[src/rtl/mau_pkg.sv]
// Shared encodings and lane helpers for the load/store initiator.
// Little-endian lanes: byte lane = addr[1:0], half lane = addr[1].
package mau_pkg;

    typedef enum logic [1:0] {
        SZ_BYTE = 2'b00,
        SZ_HALF = 2'b01,
        SZ_WORD = 2'b10,
        SZ_BAD  = 2'b11
    } size_e;

    typedef enum logic [2:0] {
        ST_IDLE,
        ST_LOAD,
        ST_RMW_RD,
        ST_WRITE,
        ST_RESP
    } state_e;

    function automatic logic [31:0] extract_lane(input logic [31:0] word, input size_e size,
                                                 input logic [1:0] lane, input logic sign);
        logic [31:0] sh;
        logic [31:0] res;
        sh  = word;
        res = word;
        case (size)
            SZ_BYTE: begin
                sh  = word >> {lane, 3'b000};
                res = {{24{sign & sh[7]}}, sh[7:0]};
            end
            SZ_HALF: begin
                sh  = word >> {lane[1], 4'b0000};
                res = {{16{sign & sh[15]}}, sh[15:0]};
            end
            default: res = word;
        endcase
        return res;
    endfunction

    function automatic logic [31:0] merge_lane(input logic [31:0] word, input size_e size,
                                               input logic [1:0] lane, input logic [31:0] wdata);
        logic [31:0] mask;
        logic [31:0] data;
        case (size)
            SZ_BYTE: begin
                mask = 32'h0000_00FF << {lane, 3'b000};
                data = {4{wdata[7:0]}};
            end
            SZ_HALF: begin
                mask = 32'h0000_FFFF << {lane[1], 4'b0000};
                data = {2{wdata[15:0]}};
            end
            default: begin
                mask = '1;
                data = wdata;
            end
        endcase
        return (word & ~mask) | (data & mask);
    endfunction

    function automatic logic is_fault(input size_e size, input logic [31:0] addr,
                                      input int unsigned depth);
        logic bad;
        case (size)
            SZ_BYTE: bad = 1'b0;
            SZ_HALF: bad = addr[0];
            SZ_WORD: bad = (addr[1:0] != 2'b00);
            default: bad = 1'b1;
        endcase
        return bad || ({2'b00, addr[31:2]} >= depth);
    endfunction

endpackage

[src/rtl/mem_access_unit_lane_merge.sv]
// Combinational lane handling: load extract/extend and store lane replace.
module lane_merge
    import mau_pkg::*;
(
    input  logic [1:0]  size,
    input  logic        sign,
    input  logic [1:0]  lane,
    input  logic [31:0] word,
    input  logic [31:0] wdata,
    output logic [31:0] load_data,
    output logic [31:0] merged
);

    always_comb begin
        load_data = extract_lane(word, size_e'(size), lane, sign);
        merged    = merge_lane(word, size_e'(size), lane, wdata);
    end

endmodule

[src/rtl/mem_access_unit.sv]
// Load/store initiator for a word-only data memory: handshake, fault check,
// read-modify-write for sub-word stores, extension for sub-word loads.
module mem_access_unit
    import mau_pkg::*;
#(
    parameter int unsigned DEPTH = 64
) (
    input  logic        clk,
    input  logic        rst_n,
    input  logic        req_valid,
    output logic        req_ready,
    input  logic        req_write,
    input  logic [1:0]  req_size,
    input  logic        req_signed,
    input  logic [31:0] req_addr,
    input  logic [31:0] req_wdata,
    output logic        resp_valid,
    input  logic        resp_ready,
    output logic [31:0] resp_rdata,
    output logic        resp_fault,
    output logic        mem_we,
    output logic [31:0] mem_a,
    output logic [31:0] mem_wd,
    input  logic [31:0] mem_rd
);

    state_e      state, state_n;
    logic        wr_q, wr_n;
    size_e       sz_q, sz_n;
    logic        sg_q, sg_n;
    logic [1:0]  lane_q, lane_n;
    logic [31:0] wdata_q, wdata_n;
    logic        flt_q, flt_n;

    logic        req_ready_n;
    logic        resp_valid_n;
    logic [31:0] resp_rdata_n;
    logic        resp_fault_n;
    logic        mem_we_n;
    logic [31:0] mem_a_n;
    logic [31:0] mem_wd_n;

    logic [31:0] load_data;
    logic [31:0] merged;

    lane_merge u_lane_merge (
        .size      (sz_q),
        .sign      (sg_q),
        .lane      (lane_q),
        .word      (mem_rd),
        .wdata     (wdata_q),
        .load_data (load_data),
        .merged    (merged)
    );

    always_comb begin
        state_n      = state;
        wr_n         = wr_q;
        sz_n         = sz_q;
        sg_n         = sg_q;
        lane_n       = lane_q;
        wdata_n      = wdata_q;
        flt_n        = flt_q;
        req_ready_n  = req_ready;
        resp_valid_n = resp_valid;
        resp_rdata_n = resp_rdata;
        resp_fault_n = resp_fault;
        mem_we_n     = mem_we;
        mem_a_n      = mem_a;
        mem_wd_n     = mem_wd;

        case (state)
            ST_IDLE: begin
                if (req_valid && req_ready) begin
                    wr_n        = req_write;
                    sz_n        = size_e'(req_size);
                    sg_n        = req_signed;
                    lane_n      = req_addr[1:0];
                    wdata_n     = req_wdata;
                    flt_n       = is_fault(size_e'(req_size), req_addr, DEPTH);
                    req_ready_n = 1'b0;
                    // Faults reuse LOAD as a one-cycle delay slot; mem_a is left untouched.
                    if (flt_n) begin
                        state_n = ST_LOAD;
                    end else begin
                        mem_a_n = {req_addr[31:2], 2'b00};
                        if (!req_write) begin
                            state_n = ST_LOAD;
                        end else if (size_e'(req_size) == SZ_WORD) begin
                            state_n  = ST_WRITE;
                            mem_we_n = 1'b1;
                            mem_wd_n = req_wdata;
                        end else begin
                            state_n = ST_RMW_RD;
                        end
                    end
                end
            end
            ST_LOAD: begin
                resp_valid_n = 1'b1;
                resp_fault_n = flt_q;
                resp_rdata_n = flt_q ? '0 : load_data;
                state_n      = ST_RESP;
            end
            ST_RMW_RD: begin
                mem_we_n = 1'b1;
                mem_wd_n = merged;
                state_n  = ST_WRITE;
            end
            ST_WRITE: begin
                mem_we_n     = 1'b0;
                resp_valid_n = 1'b1;
                resp_fault_n = 1'b0;
                resp_rdata_n = '0;
                state_n      = ST_RESP;
            end
            ST_RESP: begin
                if (resp_ready) begin
                    resp_valid_n = 1'b0;
                    req_ready_n  = 1'b1;
                    state_n      = ST_IDLE;
                end
            end
            default: state_n = ST_IDLE;
        endcase
    end

    always_ff @(posedge clk or negedge rst_n) begin
        if (!rst_n) begin
            state      <= ST_IDLE;
            wr_q       <= 1'b0;
            sz_q       <= SZ_BYTE;
            sg_q       <= 1'b0;
            lane_q     <= '0;
            wdata_q    <= '0;
            flt_q      <= 1'b0;
            req_ready  <= 1'b1;
            resp_valid <= 1'b0;
            resp_rdata <= '0;
            resp_fault <= 1'b0;
            mem_we     <= 1'b0;
            mem_a      <= '0;
            mem_wd     <= '0;
        end else begin
            state      <= state_n;
            wr_q       <= wr_n;
            sz_q       <= sz_n;
            sg_q       <= sg_n;
            lane_q     <= lane_n;
            wdata_q    <= wdata_n;
            flt_q      <= flt_n;
            req_ready  <= req_ready_n;
            resp_valid <= resp_valid_n;
            resp_rdata <= resp_rdata_n;
            resp_fault <= resp_fault_n;
            mem_we     <= mem_we_n;
            mem_a      <= mem_a_n;
            mem_wd     <= mem_wd_n;
        end
    end

    // Latched write flag is informational only; the state already encodes the direction.
    logic unused_wr;
    assign unused_wr = wr_q;

endmodule

[config.mk]
export PLATFORM = sky130hd
export DESIGN_NAME = mem_access_unit
export DESIGN_NICKNAME = d
export VERILOG_FILES = /design/src/rtl/mau_pkg.sv /design/src/rtl/mem_access_unit_lane_merge.sv /design/src/rtl/mem_access_unit.sv
export SDC_FILE = /design/constraint.sdc
export NUM_CORES = 1
export LEC_CHECK = 0
export BUFFER_PORTS_ARGS = -buffer_cell sky130_fd_sc_hd__buf_2
export CELL_PAD_IN_SITES_DETAIL_PLACEMENT = 1
export CELL_PAD_IN_SITES_GLOBAL_PLACEMENT = 2
export CORE_MARGIN = 2
export CORE_UTILIZATION = 25
export CTS_CLUSTER_DIAMETER = 30
export DETAILED_ROUTE_END_ITERATION = 8
export PLACE_DENSITY = 0.74
export SETUP_SLACK_MARGIN = 0.1
export SLEW_MARGIN = 15
export SYNTH_ARGS = -nofsm -noshare
export SYNTH_HDL_FRONTEND = slang
export SYNTH_SLANG_ARGS = --single-unit
[constraint.sdc]
create_clock -name clk -period 2.75 [get_ports clk]
set_input_delay 0.825 -clock clk [delete_from_list [all_inputs] [get_ports clk]]
set_output_delay 0.825 -clock clk [all_outputs]
set_load 0.01 [all_outputs]
==> metrics.txt, run 1 <==
status=completed; drt wl/cell=20.1 um; share of post-route cells with drive strength above 1=0.451; Final Max Tran Viols=0; CTS Buf Count=17; Layout Cells excl Fill=1,145; CP max stage delay=about 0.74 ns; Design Area, Final=~0.0087 mm2; share of the synthesized area in the top cell type=0.521; Placed Area=~0.0081 mm2; worst slew pin tran=0.838 ns; arrival time worst endpoint=2.74 ns; clk sink count=139; first-pass GRT wire length=35,700 um; CTS HTree Levels=4; largest net degree at the start of global routing=52; final hold slack=0.301 ns; met2 WL=10,500 um; Worst R2R End=mem_wd[7]; Starting Density=0.254; Rel. slew slack=0.441; DR vias=5,500; row cnt=59; crit-path cells=nor2b_1 -> o21ai_2 -> mux2i_1 -> o21ai_0 -> mux2_2; GRT Residual Overflow=0; Cell Area, Synth=0.00663 mm2; worst-path cell with the longest stage delay=dfrtp_1; Nets=900; fin crit share=0.884; DRC=0; Max-Cap Viols=0; fin util=0.334; most frequent cells in the layout=200 x buf_2, 138 x dfrtp_1, 86 x mux2_2; P&R area growth vs syn=31.3%; Die ar.=0.0278 mm2; drt pass-1 iters=4; unrepaired setup endpoints after global routing=no; Core ar.=0.0261 mm2; Clock Tree Root=clkbuf_16; WL met3=approximately 1900 um; Yosys reg bits=139; die span in y=approximately 170 um; VDD IR max=between 200 and 300 uV; Crit path required time=between 3 and 4 ns; boundary pin count=204; gpl congestion=0.806; Synth Warn #=0; top sig layer=met5; achievable clock frequency=around 400 MHz; DP Cell Count=1,112; total wire length=23,000 um; skew final=0.0121 ns; Hold Vio Cnt, Final=0; Yosys cell types=43; CP max FO=15; PD cells=529 mW/mm2; post-CTS setup buffers=0; Min-Delay Path Class=in -> async; Post-synth EDFFs=0; HPWL Detailed=about 17,000 um; synthesized instance count=between 500 and 600; Setup crit end kind=flip-flop; clk_lat worst skew=0.42 ns; vias per cell=4.80; top_reg_cell synth=dfrtp_1; I/O Buffers=201; total track usage=0.168; commonest non-fill, non-tap cell in the layout=buf_2; CTS tree=done; reg-to-reg startpoint=sz_q[0]; Clk pin slew, worst setup/hold paths=0.06 ns; number of global-route vias before repair=5,903; static leakage=4.63 nW; WS Path Type=reg -> reg; minimum clock period=2.43 ns; Synth area leaders=dfrtp_1 52%, mux2_2 15%, o21ai_0 4.7%; mean post-synth cell area=11.2 um2; CTS Buffer Depth=2; die width=167 um; R2R Setup Slk=0.32 ns; FF-to-FF path depth=5; cell taking the most area after synthesis=dfrtp_1; met1 wire length=10,300 um; crit start category=flip-flop; # setup viols final=0; sequential area share after synthesis=0.525; Routed Antenna Nets=0; FFs w/ async S/R, synth=1.00; hold_buf cts=0; post-cts sizing count=0; Fin Setup TNS=0 ns; initial antenna violation count=5; initial DRC count=418
-- worst max path at each step --
stage | from | depth (start not counted) | endpoint
2_1_floorplan | req_addr[16] | 5 | mem_a[3]
3_3_place_gp | req_addr[9] | 6 | mem_a[2]
3_5_place_dp | req_addr[9] | 6 | mem_a[2]
4_1_cts | sz_q[0] | 5 | mem_wd[7]
5_1_grt | sz_q[0] | 5 | mem_wd[7]
6_report | sz_q[0] | 5 | mem_wd[7]
-- synthesized netlist by cell type, types with 2 or more instances --
| library cell | instances |
|---|---|
| a211o_1 | 8 |
| a21oi_1 | 23 |
| a221o_1 | 7 |
| a221o_2 | 10 |
| a221oi_1 | 7 |
| a222oi_1 | 7 |
| buf_2 | 12 |
| buf_4 | 2 |
| buf_6 | 4 |
| clkbuf_1 | 22 |
| dfrtp_1 | 138 |
| inv_1 | 14 |
| mux2_2 | 86 |
| mux2i_1 | 25 |
| nand2_1 | 71 |
| nand3_1 | 2 |
| nor2_1 | 20 |
| nor2b_1 | 28 |
| nor3_1 | 2 |
| nor4_1 | 7 |
| o21ai_0 | 62 |
| o21ai_2 | 2 |
| o22ai_1 | 15 |
-- kinds of logic after synthesis --
group,after synthesis,synth area share
AO/OA/AOI/OAI,147,0.146
AND/OR/NAND/NOR,140,0.102
flip-flops,139,0.525
multiplexers,112,0.187
buffers and inverters,55,0.0391
other,1,0.000566
-- final cells by class --
class | count | area, um2
tap | 335 | 419
clock inverter | 15 | 161
inverter | 14 | 52.6
sequential | 139 | 3480
fill | 2996 | 17400
timing repair buffer | 223 | 1240
multi-input combinational | 401 | 2920
antenna | 1 | 2.50
clock buffer | 17 | 425
-- state kept, by name (all words and copies together), names as in the netlist --
name	count
mem_wd	32
resp_rdata	32
wdata_q	32
mem_a	30
state	3
lane_q	2
sz_q	2
flt_q	1
mem_we	1
req_ready	1
resp_fault	1
resp_valid	1
sg_q	1
-- per-stage QoR --
stage | power [mW] | setup WS, ns
floorplan | 2.13 | 0.380
global route | 4.79 | 0.190
detailed placement | 2.31 | 0.252
global placement | 2.31 | 0.257
finish | 4.60 | 0.319
CTS | 4.67 | 0.374
-- critical path, delay by kind of cell (launching register included) --
kind,cells,cell delay (ns)
flip-flops,1,0.74
multiplexers,2,0.61
AO/OA/AOI/OAI,2,0.81
AND/OR/NAND/NOR,1,0.15
-- per-layer routing --
layer,global-route usage,vias up
li1,-,2556
met1,0.224,2729
met2,0.264,185
met3,0.0575,22
met4,0.0431,8
met5,0,-
-- power breakdown --
part | leakage, nW | internal, mW | total [mW] | switching (mW)
Sequential | 1.83 | 2.04 | 2.04 | 0
Combinational | 2.51 | 0.0868 | 0.225 | 0.138
Clock | 0.288 | 1.36 | 2.33 | 0.975
Power figures use the tool's default switching activity.
==> run 2: changes to the inputs <==
Settings changed: BUFFER_PORTS_ARGS -buffer_cell sky130_fd_sc_hd__buf_2 to unset, DONT_BUFFER_PORTS set to 1, PLACE_DENSITY 0.74 to 0.63.
==> run 2 against run 1 <==
First-iteration DRC count fell by 28%. Count of clock-buffer cells in the layout rose by 3. Critical path depth is the same. Clock power grew 4%. Setup slack gained 0.11 ns. Sequential power about the same. Combinational power is 74% lower. Largest cell class unchanged. Die area did not move.
==> metrics.txt, run 2 (same netlist as run 1, synthesis figures left out) <==
clk sink count=139 (unchanged); Worst Path Buf+Inv=0 (unchanged); clk_lat worst skew=0.43 ns (about the same); skew final=0.00791 ns (-0.00418 ns); Crit path required time=3.06 ns (about the same); static leakage=3.70 nW (-20%); achievable clock frequency=431 MHz (+4.9%); Max-Cap Viols=0 (unchanged); CTS tree=done; row cnt=59 (unchanged); crit start category=flip-flop; GRT Residual Overflow=0 (unchanged); Core ar.=0.0261 mm2 (unchanged); drt wl/cell=24.1 um (+20%); worst-path cell with the longest stage delay=o21ai_2; P&R area growth vs syn=15.6%; CTS Buf Count=17 (unchanged); # diodes=0 (-1); reg-to-reg startpoint=lane_q[0]; VDD IR max=331 uV (+18%); CTS HTree Levels=4 (unchanged); gpl congestion=0.845 (+4.9%); DR vias=4,780 (-13%); post-cts sizing count=0 (unchanged); Critical Path Start=lane_q[0]; hold_buf cts=0 (unchanged); Clock Tree Root=clkbuf_16; crit-path cells=nor2b_1 -> o21ai_2 -> mux2i_1 -> o21ai_0 -> mux2_2; initial DRC count=299 (-28%); first-pass GRT wire length=33,900 um (-5.0%); Nets=693 (-23%); boundary pin count=204 (unchanged); post-route setup slack=0.432 ns (+0.113 ns); worst slew pin tran=0.858 ns (+0.0197 ns); CP max FO=15 (unchanged); PD cells=592 mW/mm2 (+12%); R2R Setup Slk=0.43 ns (+0.11 ns); Fin Setup TNS=0 ns (unchanged); CTS Buffer Depth=2 (unchanged); Placed Area=0.00703 mm2 (-13%); initial antenna violation count=0 (-5); die span in y=167 um (unchanged); fin crit share=0.843 (-0.0410); commonest non-fill, non-tap cell in the layout=dfrtp_1; delay-heaviest family, CP=compound AO/OA/AOI/OAI gates; DRC=0 (unchanged); WS Path Type=reg -> reg; pre-CTS setup slack=0.399 ns (+0.146 ns); largest net degree at the start of global routing=140 (+170%); Routed Antenna Nets=0 (unchanged); Largest regs=mem_wd (32), resp_rdata (32), wdata_q (32); arrival time worst endpoint=2.63 ns (-0.11 ns); Fill cells=2,859 (-4.6%); Tot Pwr=4.54 mW (-1.4%); total track usage=0.164 (-0.00410); I/O Buffers=0 (-100%); Die ar.=0.0278 mm2 (unchanged); drt pass-1 iters=5 (+1); unrepaired setup endpoints after global routing=no; most frequent cells in the layout=138 x dfrtp_1, 86 x mux2_2, 70 x nand2_1; total wire length=22,600 um (-1.9%); share of post-route cells with drive strength above 1=0.262 (-0.189); number of global-route vias before repair=5,248 (-11%); Rel. slew slack=0.428 (-0.0131); CP max stage delay=0.70 ns (-0.04 ns); Starting Density=0.254 (unchanged); minimum clock period=2.32 ns (-0.113 ns); Clk pin slew, worst setup/hold paths=0.06 ns (about the same); HPWL Detailed=16,900 um (-2.6%); die width=167 um (unchanged); # setup viols final=0 (unchanged); Hold Vio Cnt, Final=0 (unchanged); Final Max Tran Viols=0 (unchanged); vias per cell=5.10 (+6.2%); Design Area, Final=0.00766 mm2 (-12%); Setup crit end kind=flip-flop; post-CTS setup buffers=0 (unchanged); status=completed; Min-Delay Path Class=in -> async
==> run 2: changes by cell type in the layout (fill, tap and decap cells not counted), sizes merged <==
cell	previous run	this run
bufinv	2	3
clkbuf	17	20
diode	1	0
buf	223	16
inv	21	16
clkinv	4	5
==> run 2: routing by layer <==
metal  vias up  track usage  share of wire
li1       2135            -              -
met1      2428        0.197           0.41
met2       203        0.264           0.47
met3        14       0.0803           0.11
met4         0       0.0424         0.0086
met5         -            0              0
==> run 2: cell type report <==
| class | instances | area (um2) | share of cell area |
|---|---|---|---|
| inverters | 14 | 52.6 | 0.00686 |
| flip-flops and latches | 139 | 3480 | 0.454 |
| clock inverters | 12 | 163 | 0.0212 |
| multi-input cells | 401 | 2920 | 0.382 |
| clock buffers | 20 | 467 | 0.0609 |
| well taps | 335 | 419 | 0.0547 |
| repair buffers | 16 | 158 | 0.0206 |
==> run 2: per-stage QoR <==
| step | hold WS (ns) | cells | utilization |
|---|---|---|---|
| after CTS | 0.0747 | 937 | 0.294 |
| final | 0.0978 | 937 | 0.294 |
| after global placement | 0.490 | 905 | 0.270 |
| after detailed placement | 0.494 | 905 | 0.270 |
| after floorplan | 0.475 | 595 | - |
| after global routing | 0.0687 | 937 | 0.294 |
==> run 2: path summary, 6_finish.rpt <==
check	to	cells after the start
setup / recovery	mem_wd[1]	5
hold / removal	resp_rdata[20]	0
setup reg to reg	mem_wd[1]	5
hold reg to reg	wdata_q[19]	1
max in group asynchronous	req_ready	0
min in group clk	wdata_q[19]	1
==> run 2: report_power, final <==
part / internal, mW / switching, mW
logic: 0.0287 / 0.0302
registers: 2.05 / 0
clock network: 1.51 / 0.925
